**config.mk**
```make
export PLATFORM = sky130hd
export DESIGN_NAME = lock_ctrl_fsm_flat
export DESIGN_NICKNAME = d
export VERILOG_FILES = /design/src/rtl/lock_ctrl_fsm_if.sv /design/src/rtl/lock_ctrl_fsm.sv /design/src/flat_wrapper.sv
export SDC_FILE = /design/constraint.sdc
export NUM_CORES = 1
export LEC_CHECK = 0
export BUFFER_PORTS_ARGS = -buffer_cell sky130_fd_sc_hd__buf_2
export CORE_ASPECT_RATIO = 0.9
export CORE_MARGIN = 8
export CORE_UTILIZATION = 55
export DETAILED_ROUTE_END_ITERATION = 6
export PLACE_DENSITY = 0.77
export SLEW_MARGIN = 5
export SYNTH_ARGS = -nofsm -noshare
export SYNTH_HDL_FRONTEND = slang
export SYNTH_SLANG_ARGS = --single-unit
```
**constraint.sdc**
```tcl
create_clock -name Clk -period 2 [get_ports Clk]
set_input_delay 0.2 -clock Clk [delete_from_list [all_inputs] [get_ports Clk]]
set_output_delay 0.2 -clock Clk [all_outputs]
set_load 0.02 [all_outputs]
```
**src/rtl/lock_ctrl_fsm_if.sv**
```systemverilog
// lock_ctrl_fsm_if: user inputs, password register feedback and lock status bundle
interface lock_ctrl_fsm_if;
    logic [3:0] inps;
    logic       enter;
    logic       chg;
    logic [3:0] pass;
    logic [3:0] state;
    logic       unlocked;
    logic       alarm;
    logic [1:0] fails;
    modport master (output inps, enter, chg, pass, input state, unlocked, alarm, fails);
    modport slave (input inps, enter, chg, pass, output state, unlocked, alarm, fails);
endinterface

```
**src/rtl/lock_ctrl_fsm.sv**
```systemverilog
// lock_ctrl_fsm: code lock with failure lockout, idle auto-relock and password change request
module lock_ctrl_fsm #(
    parameter int MAX_FAIL = 3,
    parameter int LOCKOUT  = 16,
    parameter int OPEN_TO  = 64
) (
    input logic           Clk,
    input logic           Resetn,
    lock_ctrl_fsm_if.slave bus
);
    typedef enum logic [3:0] {LK = 4'b0000, OP = 4'b0001, CH = 4'b0011, AL = 4'b0100} state_t;
    state_t     st, st_n;
    logic       enter_q, press, unlocked_q, alarm_q;
    logic [1:0] fails_q, fails_n;
    logic [2:0] fails_inc;
    logic [7:0] open_tmr, open_n, lock_tmr, lock_n;
    assign press     = bus.enter & ~enter_q;
    assign fails_inc = {1'b0, fails_q} + 3'd1;
    always_comb begin
        st_n    = LK;
        fails_n = fails_q;
        open_n  = open_tmr;
        lock_n  = lock_tmr;
        case (st)
            LK: if (press) begin
                if (bus.inps == bus.pass) begin
                    st_n    = OP;
                    fails_n = '0;
                    open_n  = 8'(OPEN_TO);
                end else if (fails_inc < 3'(MAX_FAIL)) begin
                    fails_n = fails_inc[1:0];
                end else begin
                    st_n    = AL;
                    fails_n = 2'(MAX_FAIL);
                    lock_n  = 8'(LOCKOUT);
                end
            end
            OP: begin
                open_n = open_tmr == '0 ? '0 : open_tmr - 8'd1;
                // a press wins over an expiring idle timer
                st_n   = press ? (bus.chg ? CH : LK) : (open_tmr <= 8'd1 ? LK : OP);
            end
            CH: st_n = LK;
            AL: begin
                lock_n  = lock_tmr == '0 ? '0 : lock_tmr - 8'd1;
                st_n    = lock_tmr <= 8'd1 ? LK : AL;
                fails_n = lock_tmr <= 8'd1 ? 2'd0 : fails_q;
            end
            default: st_n = LK;
        endcase
    end
    // enter_q resets high so an enter held through reset is not a press
    always_ff @(posedge Clk or negedge Resetn) begin
        if (!Resetn) begin
            st         <= LK;
            enter_q    <= 1'b1;
            fails_q    <= '0;
            open_tmr   <= '0;
            lock_tmr   <= '0;
            unlocked_q <= 1'b0;
            alarm_q    <= 1'b0;
        end else begin
            st         <= st_n;
            enter_q    <= bus.enter;
            fails_q    <= fails_n;
            open_tmr   <= open_n;
            lock_tmr   <= lock_n;
            unlocked_q <= st_n == OP;
            alarm_q    <= st_n == AL;
        end
    end
    assign bus.state    = st;
    assign bus.unlocked = unlocked_q;
    assign bus.alarm    = alarm_q;
    assign bus.fails    = fails_q;
endmodule

```
**src/flat_wrapper.sv**
```systemverilog
// flat-port wrapper written by rule: the top's interface ports become plain ports
module lock_ctrl_fsm_flat 
#(
    parameter int MAX_FAIL = 3,
    parameter int LOCKOUT  = 16,
    parameter int OPEN_TO  = 64
)
  (Clk, Resetn, bus_inps, bus_enter, bus_chg, bus_pass, bus_state, bus_unlocked, bus_alarm, bus_fails);
  lock_ctrl_fsm_if bus_i ();
  input logic Clk;
  input logic Resetn;
  input wire logic [$bits(bus_i.inps)-1:0] bus_inps;
  input wire logic [$bits(bus_i.enter)-1:0] bus_enter;
  input wire logic [$bits(bus_i.chg)-1:0] bus_chg;
  input wire logic [$bits(bus_i.pass)-1:0] bus_pass;
  output wire logic [$bits(bus_i.state)-1:0] bus_state;
  output wire logic [$bits(bus_i.unlocked)-1:0] bus_unlocked;
  output wire logic [$bits(bus_i.alarm)-1:0] bus_alarm;
  output wire logic [$bits(bus_i.fails)-1:0] bus_fails;
  assign bus_i.inps = bus_inps;
  assign bus_i.enter = bus_enter;
  assign bus_i.chg = bus_chg;
  assign bus_i.pass = bus_pass;
  assign bus_state = bus_i.state;
  assign bus_unlocked = bus_i.unlocked;
  assign bus_alarm = bus_i.alarm;
  assign bus_fails = bus_i.fails;
  lock_ctrl_fsm #(.MAX_FAIL(MAX_FAIL), .LOCKOUT(LOCKOUT), .OPEN_TO(OPEN_TO)) u_core (.Clk(Clk), .Resetn(Resetn), .bus(bus_i));
endmodule
```
==> metrics.yaml <==
drcViolationCount: 0
gp_congestion: 0.8223
cp-endpoint: "u_core.open_tmr[3]$_DFFE_PN0P_"
tns_ns: 0
fin_area_um2: 1570
start_util_pct: 57.02
synth_most_common_cell: "dfrtp_1"
synth_area_per_cell_um2: 9.947
ys_seq_area_share_pct: 43.53
clockBufferDepth: 2
yosysWarnings: 0
slew_viol_final: 0
synth_common_cells: "dfrtp_1 (23), nor2_1 (15), nand2_1 (10), inv_1 (7), nor3_1 (7)"
coreArea_um2: 2425
rows: 17
grt_pass1_wl_mm: 5.002
postCtsSetupBuffers: 0
chipWidth_um: 68.85
powerDensity_nw_per_um2: 1259
wl_per_cell_um: 15.33
placed_area_um2: 1518
grt_usage_pct: 14.26
finClkSkew_ns: 0.0006827
fin_ws_ns: 0.1951
syn_to_final_growth_pct: 13.57
drv_cap: 0
die_h_um: 63.57
antenna_found_initial: 0
worst-setup-path-type: "reg2reg"
fin_nets: 181
cts_buffers: 3
antenna_left: 0
yosysTopAreaCell: "dfrtp_1"
drive_gt1_share_pct: 22.56
rsz0062_at_grt: "false"
fin_crit_sh_pct: 90.25
r2r-start: "u_core.bus.state[0]$_DFF_PN0_"
power_w: 0.001977
viasPerCell: 5.948
cts_sinks: 24
ys.flop_type: "dfrtp_1"
drt-pass1-iter-count: 4
vdd_drop_max_mv: 0.7360
async_flop_share_pct: 100.0
dpl.hpwl_mm: 2.278
met2_length_mm: 1.362
routed_wl_mm: 2.943
synth_edf_count: 0
synth_seq_cells: 24
synth_top_area_share_pct: 41.63
fin_crit_ns: 1.805
reg2reg_to: "u_core.open_tmr[3]$_DFFE_PN0P_"
wl_met3_um: 232
hold_viol: 0
grt_max_degree: 25
die_area_um2: 4376
cp-startpoint: "u_core.bus.state[0]$_DFF_PN0_"
worstPathArrival_ns: 2.06
start_kind: "register"
hold_slack_ns: 0.1426
cp.required_ns: 2.26
htree_levels: 1
hp-class: "in2reg"
via_count: 1142
filler_cell_count: 200
root_buffer: "clkbuf_4"
clock_latency_ns: 0.30
setup_viol: 0
rr_worst_depth: 4
diodes: 0
regToRegSetupSlack_ns: 0.20
syn-num-nets: 155
clkSlewWorstSetupHoldPaths_ns: 0.13
crit_path_end_kind: "register"
relSlewSlack_pct: 64.85
io_buffers: 18
status: "complete, no violations"
post-place-ws_ns: 0.2044
synth.top_cells.by_area: "dfrtp_1 (42%), nor2_1 (4.1%), ha_1 (3.6%)"
tritoncts: "built"
synth_cell_types: 49
critPathMaxFanout: 11
grt_remaining_overflow: 0
syn_area_um2: 1383
tightest_slew_ns: 0.5272
p_leak_nw: 0.7565
dr.first_iter.drc_count: 75
timing.fmax_mhz: 554.0
io_pins: 20
postSynthCellCount: 139
routedLengthMet1_mm: 1.333
highest_layer: "met4"
grt_pass1_vias: 1124
-- state kept, by name (all words and copies together), names as in the netlist --
| signal | count |
|---|---|
| u_core.lock_tmr | 8 |
| u_core.open_tmr | 8 |
| u_core.bus.state | 3 |
| u_core.bus.fails | 2 |
| u_core.bus.alarm | 1 |
| u_core.bus.unlocked | 1 |
| u_core.enter_q | 1 |
-- routing by layer --
metal / vias up / track usage, %
met5: - / 0
met4: 0 / 5.764
met3: 2 / 3.180
met2: 29 / 22.55
met1: 543 / 17.86
li1: 568 / -
-- worst min-delay path by stage --
stage	from	endpoint	slack, ns	cells past startpoint
after floorplan	Resetn	u_core.bus.alarm$_DFF_PN0_	-0.1	0
after global placement	Resetn	u_core.open_tmr[5]$_DFFE_PN0P_	0.20	1
after detailed placement	Resetn	u_core.open_tmr[3]$_DFFE_PN0P_	0.21	1
after CTS	bus_chg	u_core.bus.state[1]$_DFF_PN0_	0.14	2
after global routing	bus_chg	u_core.bus.state[1]$_DFF_PN0_	0.13	2
final	bus_chg	u_core.bus.state[1]$_DFF_PN0_	0.14	2
-- repair_timing --
| item | CTS | global route |
|---|---|---|
| endpoints found under the hold margin | 24 | 0 |
| hold buffers | 2 | 0 |
| setup endpoints to repair | 0 | 1 |
| resized for setup | 0 | 1 |
-- layout make-up --
cell class                 instances  area (um^2)  area share (%)
clock buffer                       4        26.28           1.673
inverter                           7        26.28           1.673
multi-input combinational        106        748.2           47.65
tap                               28        35.03           2.231
sequential                        24        601.8           38.33
timing repair buffer              23        132.6           8.446
-- cell usage in the layout (no fill, tap or decap), drive strengths merged, types with 5 or more instances in the layout --
cell | netlist | final
inv | 7 | 7
nand2 | 10 | 10
nor2 | 15 | 15
dfrtp | 23 | 23
buf | 2 | 21
nand3 | 5 | 5
nor3 | 8 | 8
-- power by group --
part	switching, W	total [W]	internal [W]
clock	0.000141	0.000219	0.0000778
sequential	0.000217	0.000867	0.000650
combinational	0.000471	0.000892	0.000421
-- kinds of logic (layout without fill, tap and decap cells) --
group | after synthesis | in the layout | share of synthesized area, %
compound gates | 30 | 30 | 18.37
xor+xnor | 4 | 4 | 2.534
fa+ha+maj | 4 | 4 | 3.620
buf+inv | 9 | 34 | 2.806
flops | 24 | 24 | 43.53
mux | 6 | 6 | 4.525
other cells | 1 | 1 | 0.2712
simple gates | 61 | 61 | 24.34
-- worst max-delay path, cell delays in order (launching register included) --
cell     delay [ns]
dfrtp_1        0.54
or3b_1         0.48
a21oi_1        0.39
o21ai_0        0.14
a21bo_2        0.20
-- through the flow --
step,instances,utilization (%)
floorplan,139,-
global placement,186,62.59
detailed placement,186,62.59
CTS,192,64.50
global route,192,64.76
finish,192,64.76
(Power assumes the default switching activity.)
